$ cat config.mk
export PLATFORM = sky130hd
export DESIGN_NAME = ram_reader_flat
export DESIGN_NICKNAME = d
export VERILOG_FILES = /design/src/rtl/ram_reader_if.sv /design/src/rtl/ram_reader.sv /design/src/flat_wrapper.sv
export SDC_FILE = /design/constraint.sdc
export NUM_CORES = 1
export LEC_CHECK = 0
export ABC_AREA = 1
export ABC_CLOCK_PERIOD_IN_PS = 3600
export CORE_AREA = 4 4 94 96
export DETAILED_ROUTE_END_ITERATION = 12
export DIE_AREA = 0 0 98 100
export HOLD_SLACK_MARGIN = 0.1
export PLACE_DENSITY_LB_ADDON = 0.15
export SETUP_SLACK_MARGIN = 0.4
export SYNTH_ARGS = -nofsm -noshare
export SYNTH_HDL_FRONTEND = slang
export SYNTH_SLANG_ARGS = --single-unit
$ cat constraint.sdc
create_clock -name clk -period 3.6 [get_ports clk]
set_clock_uncertainty 0.05 [all_clocks]
set_input_delay 0.72 -clock clk [delete_from_list [all_inputs] [get_ports clk]]
set_output_delay 0.72 -clock clk [all_outputs]
set_load 0.03 [all_outputs]
$ cat src/rtl/ram_reader_if.sv
// Request/response stream and RAM read-port bundle for ram_reader.
// The slave modport is the reader's view; the master modport is the consumer/RAM side.
interface ram_reader_if #(
   parameter int WIDTH = 32,
   parameter int AW    = 8
);
   logic             req_valid;
   logic             req_ready;
   logic [AW-1:0]    req_addr;
   logic             rsp_valid;
   logic             rsp_ready;
   logic [WIDTH-1:0] rsp_data;
   logic             ram_r_en;
   logic [AW-1:0]    ram_raddr;
   logic [WIDTH-1:0] ram_rdata;

   modport slave (
      input  req_valid, req_addr, rsp_ready, ram_rdata,
      output req_ready, rsp_valid, rsp_data, ram_r_en, ram_raddr
   );

   modport master (
      output req_valid, req_addr, rsp_ready, ram_rdata,
      input  req_ready, rsp_valid, rsp_data, ram_r_en, ram_raddr
   );
endinterface

$ cat src/rtl/ram_reader.sv
// Read-side front end for a 1-cycle-latency synchronous RAM with a 3-entry response buffer.
// Define RAM_READER_BYPASS_EN to pass RAM data straight to the response when the buffer is empty.
module ram_reader #(
   parameter int WIDTH = 32,
   parameter int DEPTH = 256,
   localparam int AW   = $clog2(DEPTH)
) (
   input  logic        clk,
   input  logic        rst,
   ram_reader_if.slave bus
);
   localparam logic [1:0] SLOTS = 2'd3;

   logic [1:0]       count_reg, count_next;
   logic [1:0]       wr_ptr_reg, rd_ptr_reg;
   logic             inflight_reg;
   logic [WIDTH-1:0] buf_mem [0:2];
   logic [WIDTH-1:0] head_data;
   logic [2:0]       used;
   logic             req_fire, rsp_fire, push, pop;

   function automatic logic [1:0] next_ptr(input logic [1:0] p);
      return (p == 2'd2) ? 2'd0 : p + 2'd1;
   endfunction

   // Credits count both buffered words and the word still coming out of the RAM.
   assign used          = {1'b0, count_reg} + {2'b00, inflight_reg};
   assign bus.req_ready = (used < {1'b0, SLOTS}) && !rst;
   assign req_fire      = bus.req_valid && bus.req_ready;
   assign bus.ram_r_en  = req_fire;
   assign bus.ram_raddr = bus.req_addr;

   assign head_data = buf_mem[rd_ptr_reg];
   assign rsp_fire  = bus.rsp_valid && bus.rsp_ready;
   assign pop       = rsp_fire && (count_reg != 2'd0);

`ifdef RAM_READER_BYPASS_EN
   assign bus.rsp_valid = (count_reg != 2'd0) || inflight_reg;
   assign bus.rsp_data  = (count_reg == 2'd0) ? bus.ram_rdata : head_data;
   // An empty buffer lets the consumer take the RAM word directly instead of storing it.
   assign push = inflight_reg && !((count_reg == 2'd0) && rsp_fire);
`else
   assign bus.rsp_valid = (count_reg != 2'd0);
   assign bus.rsp_data  = head_data;
   assign push          = inflight_reg;
`endif

   always_comb begin
      count_next = count_reg;
      case ({push, pop})
         2'b10:   count_next = count_reg + 2'd1;
         2'b01:   count_next = count_reg - 2'd1;
         default: count_next = count_reg;
      endcase
   end

   always_ff @(posedge clk or posedge rst) begin
      if (rst) begin
         count_reg    <= 2'd0;
         wr_ptr_reg   <= 2'd0;
         rd_ptr_reg   <= 2'd0;
         inflight_reg <= 1'b0;
      end else begin
         count_reg    <= count_next;
         inflight_reg <= req_fire;
         if (push) wr_ptr_reg <= next_ptr(wr_ptr_reg);
         if (pop)  rd_ptr_reg <= next_ptr(rd_ptr_reg);
      end
   end

   genvar gi;
   generate
      for (gi = 0; gi < 3; gi++) begin : g_entry
         always_ff @(posedge clk) begin
            if (push && (wr_ptr_reg == 2'(gi))) buf_mem[gi] <= bus.ram_rdata;
         end
      end
   endgenerate

   no_overflow: assert property (@(posedge clk) disable iff (rst)
      !(push && !pop && (count_reg == SLOTS)));
endmodule

$ cat src/flat_wrapper.sv
// flat-port wrapper written by rule: the top's interface ports become plain ports
module ram_reader_flat 
#(
   parameter int WIDTH = 32,
   parameter int DEPTH = 256,
   localparam int AW   = $clog2(DEPTH)
)
  (clk, rst, bus_req_valid, bus_req_addr, bus_rsp_ready, bus_ram_rdata, bus_req_ready, bus_rsp_valid, bus_rsp_data, bus_ram_r_en, bus_ram_raddr);
  ram_reader_if #(.WIDTH(WIDTH), .AW((8))) bus_i ();
  input  logic clk;
  input  logic rst;
  input wire logic [$bits(bus_i.req_valid)-1:0] bus_req_valid;
  input wire logic [$bits(bus_i.req_addr)-1:0] bus_req_addr;
  input wire logic [$bits(bus_i.rsp_ready)-1:0] bus_rsp_ready;
  input wire logic [$bits(bus_i.ram_rdata)-1:0] bus_ram_rdata;
  output wire logic [$bits(bus_i.req_ready)-1:0] bus_req_ready;
  output wire logic [$bits(bus_i.rsp_valid)-1:0] bus_rsp_valid;
  output wire logic [$bits(bus_i.rsp_data)-1:0] bus_rsp_data;
  output wire logic [$bits(bus_i.ram_r_en)-1:0] bus_ram_r_en;
  output wire logic [$bits(bus_i.ram_raddr)-1:0] bus_ram_raddr;
  assign bus_i.req_valid = bus_req_valid;
  assign bus_i.req_addr = bus_req_addr;
  assign bus_i.rsp_ready = bus_rsp_ready;
  assign bus_i.ram_rdata = bus_ram_rdata;
  assign bus_req_ready = bus_i.req_ready;
  assign bus_rsp_valid = bus_i.rsp_valid;
  assign bus_rsp_data = bus_i.rsp_data;
  assign bus_ram_r_en = bus_i.ram_r_en;
  assign bus_ram_raddr = bus_i.ram_raddr;
  ram_reader #(.WIDTH(WIDTH), .DEPTH(DEPTH)) u_core (.clk(clk), .rst(rst), .bus(bus_i));
endmodule
Yosys cells after proc, flatten, opt, wreduce, memory -nomap -nowiden
Memories as Yosys holds them, arrays and structs flattened.
Cells that the tools add are included.
W data, S select, Z words.
Storage, ports and cells
  flip-flop bits (word level): 7
  logic and storage cells: 44
  memories: 1
  RAM bits: 96
Operators by class
  reductions and logical operators: 13
  magnitude comparators: 1
  add/sub/neg operators: 5
  mux-type cells: 15
  equality and inequality tests: 5
Memories
  u_core.buf_mem: words 3, bits a word 32, rd ports 1, clocked after memory_dff 0, wr ports 1, line ram_reader.sv:17  | logic [WIDTH-1:0] buf_mem [0:2];
Operators by type and width (count)
  $mux W32: 2
  $reduce_or A32 Y1: 2
  $mux W1: 8
  $mux W2: 4
  $logic_and A1 B1 Y1: 7
  $add A2 B1 Y2 const B: 3
  $eq A2 B2 Y1 const B: 3
  $eq A2 B1 Y1 const B: 2
  $pmux W2 S2: 1
  $reduce_bool A2 Y1: 2
  $add A2 B1 Y3: 1
  $lt A3 B2 Y1 const B: 1
  $logic_not A2 Y1: 1
  $sub A2 B1 Y2 const B: 1
  $logic_not A1 Y1: 1

Longest topological paths before layout
Gate-level depths: netlist of the first run.
  depth after elaboration: 7
  gate-level depth with buffers: 10
  gate-level depth less buffers: 10

Worst setup path before layout of the first run
Ideal clock, no wire load.
  kind: flip-flop to flip-flop
  start point: register u_core.inflight_reg
  end point: memory u_core.buf_mem[2][0], enable pin
  clock period less this slack: 3.170 ns
  setup slack: 0.430 ns
  data required time: 3.089 ns
  cell stages (with the launch flop): 3
  arrival: 2.659 ns
  buffers on the path: 0
  library setup time: 0.461 ns
  cells stage by stage: dfrtp_1 inv_1 nor3_1
On the way
  word-level cells in the longest chain between the ends: 6
  elaborated cells on any way between the ends: 15
RTL lines
  start: declaration: line ram_reader.sv:16  | logic inflight_reg;
  start signal: assignment: line ram_reader.sv:65  | inflight_reg <= req_fire;
  $logic_and A1 B1 Y1: line ram_reader.sv:75  | if (push && (wr_ptr_reg == 2'(gi))) buf_mem[gi] <= bus.ram_rdata;
  $mux W1: line ram_reader.sv:75
  $mux W1 (not written as such): line ram_reader.sv:75
  $reduce_or A32 Y1 (no source line)
  $mux W2 (no source line) / $mux W1 (equally long branches) (2 in a row)
  end: declaration: line ram_reader.sv:17
Parallel ways exist; a longest one is shown, timed or not.

Worst setup path after layout of the first run
  start point: input rst
  end point: output bus_req_ready
On the way
  word-level cells in the longest chain between the ends: 2
RTL lines
  start: declaration: line flat_wrapper.sv:11  | input logic rst;
  $logic_not A1 Y1: line ram_reader.sv:28  | assign bus.req_ready = (used < {1'b0, SLOTS}) && !rst;
  $logic_and A1 B1 Y1: line ram_reader.sv:28
  end: declaration: line flat_wrapper.sv:16  | output wire logic [$bits(bus_i.req_ready)-1:0] bus_req_ready;
No other way between the ends.

==> flow_summary_export.csv, run 1 <==
group,metric,value,unit
hold_path,hp-class,"reg2reg",
power_and_ir_drop,power_density,811.9,nW/um^2
drt,routed_via_density,4.880,
sta,final.period_utilization,0.8339,
placement,dp_cells,458,
power_and_ir_drop,combPwrFrac,0.415,
synthesis,yosysSeqAreaShare,0.7826,
setup_path,path_max_fanout,8,
cts,cts.sinks,103,
sta,finalSetupViolCount,0,
synthesis,ys_ff_latch,103,
synthesis,syn_area,3907,um^2
placement,gp_congestion,0.7034,
cells_and_area,drive_gt1_frac,0.08401,
sta,slew_headroom,0.6738,
sta,tns,0,ns
cells_and_area,multi_input_area,688.2,um^2
placement,dp_hpwl,4.615,mm
setup_path,arrival,2.23,ns
power_and_ir_drop,p_int,2.507,mW
setup_path,critPathKind,"in2out",
setup_path,r2r-start,"u_core.wr_ptr_reg[1]",
power_and_ir_drop,pwr-share-clk,0.197,
drt,drc_errors,0,
setup_path,rrSetupSlack,1.84,ns
hold_path,hold-path-cell-count,2,
global_routing,grt_max_degree,23,
cts,clock_latency,0.35,ns
cells_and_area,largest_register_ffs,96,
setup_path,reg2reg_to,"u_core.buf_mem[0][19]",
cts,cts_tree,"done",
cells_and_area,seq_area,3059,um^2
global_routing,track_usage,0.1540,
hold_path,hp-start,"u_core.count_reg[1]",
sta,worst_slack,0.5981,ns
synthesis,yosysTopAreaCellShare,0.7378,
power_and_ir_drop,p_sw,1.505,mW
sta,finalHoldViolCount,0,
synthesis,ys_async_sr_fraction,0.06796,
sta,max_slew.worst_pin.slew,0.4887,ns
synthesis,synth_top_area_cell,"edfxtp_1",
synthesis,avgSynthCellArea,13.38,um^2
synthesis,synth_nets,339,
setup_path,required,2.83,ns
placement,dp_slack,0.4843,ns
drt,post_drt_wl_per_cell,15.24,um
placement,place.port_buffers,70,
cells_and_area,fin_nets,411,
sta,period_minus_slack,3.002,ns
floorplan,die_h,100,um
floorplan,dieArea,9800,um^2
cells_and_area,areaGrowthSynthToFinish,26.48,%
setup_path,cp-start-kind,"primary input",
cts,post_cts_buffers,0,
sta,fmax,0.3331,GHz
synthesis,synth_ff_type,"edfxtp_1",
hold_path,min_to,"u_core.count_reg[1]",
cts,cts_buffer_depth,2,
power_and_ir_drop,p_leak,1.842,nW
setup_path,worstSetupEndpointType,"output port",
drt,first_pass_iters,4,
global_routing,grt_pass1_wl,11.52,mm
floorplan,die_x,98,um
synthesis,synth.distinct_cells,16,
power_and_ir_drop,peakVddDrop,0.3601,mV
synthesis,synth-edff-count,96,
global_routing,grt_pass1_vias,2339,
power_and_ir_drop,swShare,0.3751,
floorplan,num_rows,33,
cells_and_area,fin_area,4942,um^2
drt,drtIter0Drc,79,
setup_path,cp-startpoint,"rst",
synthesis,ys_warn_count,0,
cts,numCtsBuffers,9,
floorplan,start_util,0.4853,
cts,cts_resized,1,
cells_and_area,finalNonFillerCells,474,
drt,routed_wl,7.223,mm
cells_and_area,fillers,643,
outcome,status,"complete, no violations",
synthesis,synth_area_leaders,"edfxtp_1, nand2_1, nand3_1, dfrtp_1, buf_4",
sta,grt_setup_unrepaired,"no",
cts,cts_root_buffer,"clkbuf_8",
global_routing,antenna_found_initial,0,
sta,drv_slew,0,
flow_run,maxCapViolCount,0,
cells_and_area,antenna-diode-count,0,
drt,vias,2313,
global_routing,grt.overflow.total,0,
cts,clk_pin_slew,0.09,ns
synthesis,syn_inst,292,
drt,antenna_left,0,
placement,place_area,4712,um^2
floorplan,core,8051,um^2
cells_and_area,top_register,"u_core.buf_mem",
floorplan,ios,87,
power_and_ir_drop,pwr-share-seq,0.388,
setup_path,rr_worst_depth,4,
cells_and_area,final_util,0.6138,
cts,hold_buffers,0,
cts,h-tree-depth,3,
-- worst max-delay path: stages --
cell and delay, ns:
clkdlybuf4s50_1 0.39, inv_1 0.23, nand3_1 0.15, inv_1 0.07, clkdlybuf4s50_1 0.67
-- cell usage in the layout (no fill, tap or decap), drive strengths merged --
cell,instances
clkbuf,9
bufinv,2
nand2,109
xnor2,1
clkinv,2
o21ai,2
clkinvlp,1
nor2,3
ha,3
inv,17
dfrtp,7
dlymetal6s2s,1
buf,10
nor3,1
edfxtp,96
clkdlybuf4s50,68
nand4,1
nand3,36
-- area by class of cell --
class	instances	share of cell area
inverters	15	0.01139
clock inverters	7	0.02076
clock buffers	9	0.02506
well taps	105	0.02658
repair buffers	79	0.1580
flip-flops and latches	103	0.6190
multi-input cells	156	0.1392
-- metrics by stage --
step,hold slack [ns],power [mW]
floorplan,0.4183,2.571
global route,0.5352,4.228
detailed placement,0.4578,3.271
finish,0.4727,4.012
CTS,0.4781,4.067
global placement,0.4545,3.252
-- Yosys cell counts, types with 2 or more instances --
master    number
clkbuf_1       2
buf_4          9
nand3_1       36
nor2_4         2
o21ai_0        2
nand2_1      109
buf_2          7
dfrtp_1        7
ha_1           3
inv_1         14
edfxtp_1      96
-- layer usage --
metal / routed length, um / GRT usage / share of wire / vias up
met5: 0 / 0 / 0 / -
met4: 54 / 0.06390 / 0.0075 / 0
met3: 451 / 0.03753 / 0.062 / 6
met2: 3603 / 0.2665 / 0.50 / 64
met1: 3115 / 0.1858 / 0.43 / 1108
li1: - / - / - / 1135
-- worst max-delay path by stage --
stage | slack (ns) | cells after the start | endpoint
2_1_floorplan | 0.43 | 2 | u_core.buf_mem[2][0]
3_3_place_gp | 0.54 | 5 | bus_ram_r_en
3_5_place_dp | 0.48 | 5 | bus_ram_r_en
4_1_cts | 0.48 | 5 | bus_ram_r_en
5_1_grt | 0.47 | 4 | bus_rsp_data[19]
6_report | 0.60 | 5 | bus_req_ready
-- power groups by stage --
| stage | Combinational (mW) | Sequential, mW | Clock, mW |
|---|---|---|---|
| floorplan | 1.02 | 1.55 | 0 |
| global placement | 1.67 | 1.58 | 0 |
| detailed placement | 1.69 | 1.58 | 0 |
| CTS | 1.70 | 1.56 | 0.814 |
| global route | 1.80 | 1.57 | 0.857 |
| finish | 1.66 | 1.56 | 0.792 |
-- kinds of logic (layout without fill, tap and decap cells) --
logic type      after synthesis  after routing  share of synthesized area
compound gates                2              2                   0.002562
xor+xnor                      1              1                   0.002242
simple gates                150            150                     0.1604
buf+inv                      33            110                    0.04258
flops                       103            103                     0.7826
fa+ha+maj                     3              3                   0.009607
Note: power is estimated with default switching activity, not from simulation.
==> run 2: changes to the inputs <==
--- a/config.mk
+++ b/config.mk
@@ -6,7 +6,7 @@
 export NUM_CORES = 1
 export LEC_CHECK = 0
 export ABC_AREA = 1
-export ABC_CLOCK_PERIOD_IN_PS = 3600
+export ABC_CLOCK_PERIOD_IN_PS = 2960
 export CORE_AREA = 4 4 94 96
 export DETAILED_ROUTE_END_ITERATION = 12
 export DIE_AREA = 0 0 98 100
==> constraint.sdc (replaced) <==
create_clock -name clk -period 2.96 [get_ports clk]
set_clock_uncertainty 0.05 [all_clocks]
set_input_delay 0.592 -clock clk [delete_from_list [all_inputs] [get_ports clk]]
set_output_delay 0.592 -clock clk [all_outputs]
set_load 0.03 [all_outputs]
==> flow_summary_export.csv, run 2 (synthesis results as in run 1) <==
group,metric,value,unit
outcome,status,"complete, no violations",
global_routing,grt_pass1_wl,11.07,mm
flow_run,maxCapViolCount,0,
cts,numCtsBuffers,9,
global_routing,antenna_found_initial,0,
cells_and_area,drive_gt1_frac,0.1725,
drt,drtIter0Drc,76,
cells_and_area,top_register,"u_core.buf_mem",
cells_and_area,antenna-diode-count,0,
cts,cts_buffer_depth,2,
setup_path,cp_num_buf_inv,1,
cells_and_area,fin_nets,413,
placement,gp_congestion,0.6981,
cells_and_area,areaGrowthSynthToFinish,23.63,%
cts,cts_root_buffer,"clkbuf_8",
cells_and_area,largest_register_ffs,96,
global_routing,grt_max_degree,27,
cts,h-tree-depth,3,
cells_and_area,final_cell_mix,"nand2_1, edfxtp_1, buf_4",
drt,routed_via_density,4.861,
power_and_ir_drop,peakVddDrop,0.4493,mV
cells_and_area,layout.cells.most_common,"nand2_1",
cells_and_area,seq_area,3058,um^2
setup_path,worst-path-stages,6,
sta,final.period_utilization,0.8178,
cts,hold_buffers,0,
setup_path,critPathKind,"reg2out",
setup_path,arrival,1.78,ns
global_routing,grt_pass1_vias,2233,
floorplan,core,8051,um^2
setup_path,rr_worst_depth,4,
setup_path,cp_common_cell,"ha_1",
power_and_ir_drop,power_density,949.1,nW/um^2
sta,slew_headroom,0.5957,
sta,finalHoldViolCount,0,
setup_path,crit_family,"adder cells",
floorplan,die_h,100,um
floorplan,start_util,0.4853,
setup_path,cp_slowest_cell,"dfrtp_1",
cells_and_area,fillers,663,
floorplan,num_rows,33,
sta,finalSetupViolCount,0,
setup_path,required,2.32,ns
cts,clk_pin_slew,0.10,ns
setup_path,worstSetupEndpointType,"output port",
power_and_ir_drop,p_leak,1.860,nW
setup_path,cp-start-kind,"flop",
cells_and_area,fin_area,4831,um^2
placement,dp_cells,458,
floorplan,dieArea,9800,um^2
placement,place_area,4653,um^2
placement,place.port_buffers,70,
cells_and_area,finalNonFillerCells,476,
placement,dp_hpwl,4.614,mm
drt,first_pass_iters,4,
global_routing,track_usage,0.1498,
drt,vias,2314,
setup_path,max_stage_delay,0.44,ns
sta,hold_ws,0.4662,ns
setup_path,path_max_fanout,6,
cts,cts_tree,"done",
sta,grt_setup_unrepaired,"no",
cts,cts.sinks,103,
drt,antenna_left,0,
sta,drv_slew,0,
cts,clock_latency,0.35,ns
sta,fmax,0.4131,GHz
hold_path,hp-class,"in2async",
sta,tns,0,ns
power_and_ir_drop,power,4.585,mW
drt,drc_errors,0,
drt,post_drt_wl_per_cell,15.04,um
drt,routed_wl,7.158,mm
setup_path,path_cells,"ha_1 -> ha_1 -> nand2_1 -> nand3_1 -> nor2_1 -> clkbuf_2",
sta,max_slew.worst_pin.slew,0.6058,ns
sta,period_minus_slack,2.421,ns
floorplan,ios,87,
cells_and_area,multi_input_area,694.4,um^2
global_routing,grt.overflow.total,0,
floorplan,die_x,98,um
==> run 2: metrics by stage <==
| stage | worst slack (ns) | utilization |
|---|---|---|
| 2_1_floorplan | 0.7742 | - |
| 3_3_place_gp | 0.3678 | 0.5779 |
| 3_5_place_dp | 0.3211 | 0.5779 |
| 4_1_cts | 0.3228 | 0.5991 |
| 5_1_grt | 0.4131 | 0.6000 |
| 6_report | 0.5394 | 0.6000 |
==> run 2: metal layers <==
| metal | track usage | wire length (um) | vias to the layer above |
|---|---|---|---|
| met5 | 0 | 0 | - |
| met4 | 0.05857 | 99 | 0 |
| met3 | 0.03475 | 492 | 9 |
| met2 | 0.2539 | 3562 | 75 |
| met1 | 0.1882 | 3003 | 1087 |
| li1 | - | - | 1143 |
==> run 2: worst reg2reg max path: cells and delay by family (launching register included) <==
kind          cells  cell delay [ns]
flops             1             0.38
buf+inv           3             0.89
simple gates      1             0.11
==> run 2: timing repair <==
| item | 4_1_cts | 5_1_grt |
|---|---|---|
| buffers inserted | 0 | 2 |
| resized for setup | 4 | 4 |
| pin swaps | 0 | 1 |
| setup endpoints to repair | 26 | 17 |
==> run 2: power breakdown <==
| part | internal, mW | leakage [nW] | switching [mW] |
|---|---|---|---|
| sequential | 1.80 | 0.959 | 0.0709 |
| combinational | 0.679 | 0.811 | 1.29 |
| clock | 0.303 | 0.0898 | 0.441 |
==> run 2: cell type report <==
type,instances,area share
clock buffer,10,0.02642
timing repair buffer,81,0.1502
tap,105,0.02720
multi-input combinational,156,0.1437
inverter,15,0.01166
clock inverter,6,0.007770
sequential,103,0.6330
==> run 2: worst paths after layout <==
path                                            from                   end  slack (ns)
worst min-delay path                             rst   u_core.inflight_reg        0.47
worst min register to register   u_core.count_reg[1]   u_core.count_reg[1]        0.47
min in group clk                 u_core.count_reg[1]   u_core.count_reg[1]        0.47
worst max register to register  u_core.wr_ptr_reg[1]  u_core.buf_mem[0][7]        1.20
worst max-delay path             u_core.inflight_reg          bus_ram_r_en        0.54
max in group asynchronous                        rst  u_core.rd_ptr_reg[0]        2.26
==> run 3: changes to the inputs <==
--- a/config.mk
+++ b/config.mk
@@ -6,10 +6,10 @@
 export NUM_CORES = 1
 export LEC_CHECK = 0
 export ABC_AREA = 1
-export ABC_CLOCK_PERIOD_IN_PS = 2960
-export CORE_AREA = 4 4 94 96
+export ABC_CLOCK_PERIOD_IN_PS = 2000
+export CORE_AREA = 4 4 99 101
 export DETAILED_ROUTE_END_ITERATION = 12
-export DIE_AREA = 0 0 98 100
+export DIE_AREA = 0 0 103 105
 export HOLD_SLACK_MARGIN = 0.1
 export PLACE_DENSITY_LB_ADDON = 0.15
 export SETUP_SLACK_MARGIN = 0.4
==> constraint.sdc (replaced) <==
create_clock -name clk -period 2 [get_ports clk]
set_clock_uncertainty 0.05 [all_clocks]
set_input_delay 0.4 -clock clk [delete_from_list [all_inputs] [get_ports clk]]
set_output_delay 0.4 -clock clk [all_outputs]
set_load 0.03 [all_outputs]
==> flow_summary_export.csv, run 3 (synthesis results as in run 1) <==
group,metric,value,unit
floorplan,core,9021,um^2
cells_and_area,layout.cells.most_common,"edfxtp_1",
setup_path,cp_slowest_cell,"dfrtp_1",
floorplan,die_x,103,um
setup_path,critPathKind,"reg2out",
sta,finalHoldViolCount,0,
cts,cts.sinks,103,
cells_and_area,largest_register_ffs,96,
cells_and_area,drive_gt1_frac,0.4910,
power_and_ir_drop,swShare,0.3865,
cells_and_area,multi_input_area,1313,um^2
outcome,violations,"setup timing",
power_and_ir_drop,combPwrFrac,0.534,
setup_path,path_max_fanout,8,
cells_and_area,fin_nets,433,
sta,period_minus_slack,2.022,ns
floorplan,die_h,105,um
sta,final.period_utilization,1.011,
cts,h-tree-depth,3,
placement,place.port_buffers,70,
sta,drv_slew,0,
drt,routed_via_density,4.918,
cts,cts_root_buffer,"clkbuf_8",
cts,cts_tree,"done",
cts,numCtsBuffers,9,
floorplan,ios,87,
cells_and_area,finalNonFillerCells,502,
power_and_ir_drop,pwr-share-clk,0.155,
setup_path,max_stage_delay,0.40,ns
cts,cts_buffer_depth,2,
power_and_ir_drop,p_sw,3.518,mW
global_routing,grt_pass1_vias,2545,
power_and_ir_drop,power_density,1526,nW/um^2
drt,vias,2469,
global_routing,track_usage,0.1584,
power_and_ir_drop,peakVddDrop,0.7138,mV
cells_and_area,final_cell_mix,"edfxtp_1, nand2_1, nand2_4",
sta,max_slew.worst_pin.slew,0.2909,ns
sta,worst_slack,-0.02180,ns
global_routing,gr-usage-met1,0.2006,
cells_and_area,antenna-diode-count,0,
hold_path,hp-class,"in2async",
setup_path,rr_worst_depth,11,
drt,post_drt_wl_per_cell,16.82,um
drt,drtIter0Drc,67,
power_and_ir_drop,p_leak,2.465,nW
placement,dp_cells,470,
setup_path,arrival,1.57,ns
outcome,status,"finished with violations",
cells_and_area,areaGrowthSynthToFinish,52.71,%
floorplan,start_util,0.4331,
flow_run,maxCapViolCount,0,
cts,clock_latency,0.36,ns
drt,first_pass_iters,4,
global_routing,grt-busiest-layer,"met2",
placement,gp_congestion,0.7009,
drt,routed_wl,8.444,mm
power_and_ir_drop,p_int,5.585,mW
cells_and_area,seq_area,3059,um^2
global_routing,grt_util_met3,0.04339,
setup_path,cp-start-kind,"flop",
setup_path,required,1.55,ns
floorplan,num_rows,35,
cts,clk_pin_slew,0.10,ns
cells_and_area,top_register,"u_core.buf_mem",
cts,hold_buffers,0,
global_routing,antenna_found_initial,0,
floorplan,dieArea,10820,um^2
drt,antenna_left,0,
global_routing,grt.overflow.total,0,
sta,fmax,0.4946,GHz
sta,tns,-0.07899,ns
global_routing,grt_pass1_wl,12.87,mm
sta,slew_headroom,0.8061,
global_routing,grt_max_degree,21,
placement,dp_hpwl,4.877,mm
drt,drc_errors,0,
setup_path,worstSetupEndpointType,"output port",
global_routing,use_met2,0.2617,
sta,finalSetupViolCount,6,
cells_and_area,fillers,659,
power_and_ir_drop,pwr-share-seq,0.311,
sta,grt_setup_unrepaired,"yes",
setup_path,path_cells,"buf_6 -> nor2_4 -> buf_12 -> buf_12 -> nand2_4 -> nand3_4 -> buf_6",
[run 3: cell types whose count changed in the layout (fill, tap and decap cells not counted), moves of 4 or more]
cell,change
clkinv_1,+4
nand3_1,-33
inv_1,-6
buf_4,-26
nand3_2,+28
nand2_1,-66
clkinv_2,-4
nand3_4,+5
buf_6,+37
nand2_2,+23
buf_12,+7
nand2_4,+43
[run 3: path summary, 6_finish.rpt]
check | start | to | slack [ns]
setup / recovery | u_core.rd_ptr_reg[0] | bus_rsp_data[21] | -0.02
hold / removal | rst | u_core.inflight_reg | 0.32
setup reg to reg | u_core.count_reg[0] | u_core.count_reg[1] | 0.49
hold reg to reg | u_core.count_reg[1] | u_core.count_reg[1] | 0.54
max in group asynchronous | rst | u_core.rd_ptr_reg[1] | 1.42
min in group clk | u_core.count_reg[1] | u_core.count_reg[1] | 0.54
[run 3: timing repair]
| action | CTS | global route |
|---|---|---|
| setup buffers | 10 | 3 |
| pin swaps | 17 | 30 |
| gates resized for setup | 116 | 99 |
| cloned | 3 | 0 |
| setup endpoints to repair | 35 | 36 |
[run 3: final cells by class]
cell class | count | area share
Tap cell | 111 | 0.02328
Inverter | 15 | 0.009855
Clock inverter | 7 | 0.01573
Sequential cell | 103 | 0.5127
Multi-Input combinational cell | 156 | 0.2200
Clock buffer | 9 | 0.02076
Timing Repair Buffer | 101 | 0.1977
[run 3: power by group through the flow]
stage / combinational, mW / sequential, mW / clock [mW]
after CTS: 4.37 / 2.78 / 1.45
after global placement: 3.10 / 2.82 / 0
after floorplan: 1.86 / 2.79 / 0
after detailed placement: 3.13 / 2.83 / 0
after global routing: 5.17 / 2.85 / 1.54
final: 4.86 / 2.83 / 1.41
[run 3: metrics by stage]
| step | hold WS, ns | util | setup WS, ns | instance area [um^2] | power (mW) |
|---|---|---|---|---|---|
| floorplan | 0.1694 | - | 0.2782 | 3931 | 4.654 |
| global placement | 0.4463 | 0.5252 | 0.2102 | 4738 | 5.916 |
| detailed placement | 0.4593 | 0.5252 | 0.1770 | 4738 | 5.950 |
| CTS | 0.3094 | 0.6160 | -0.01859 | 5557 | 8.595 |
| global route | 0.3407 | 0.6614 | -0.09885 | 5967 | 9.564 |
| finish | 0.3199 | 0.6614 | -0.02180 | 5967 | 9.103 |
[run 3: metal layers]
metal,wire length [um],vias up
met1,3420,1217
met3,454,6
met5,0,-
li1,-,1190
met2,4485,56
met4,83,0
[run 3: critical path: cells and delay by family (launching register included)]
family,cells,cell delay [ns]
simple gates,3,0.26
flops,1,0.40
buf+inv,4,0.56
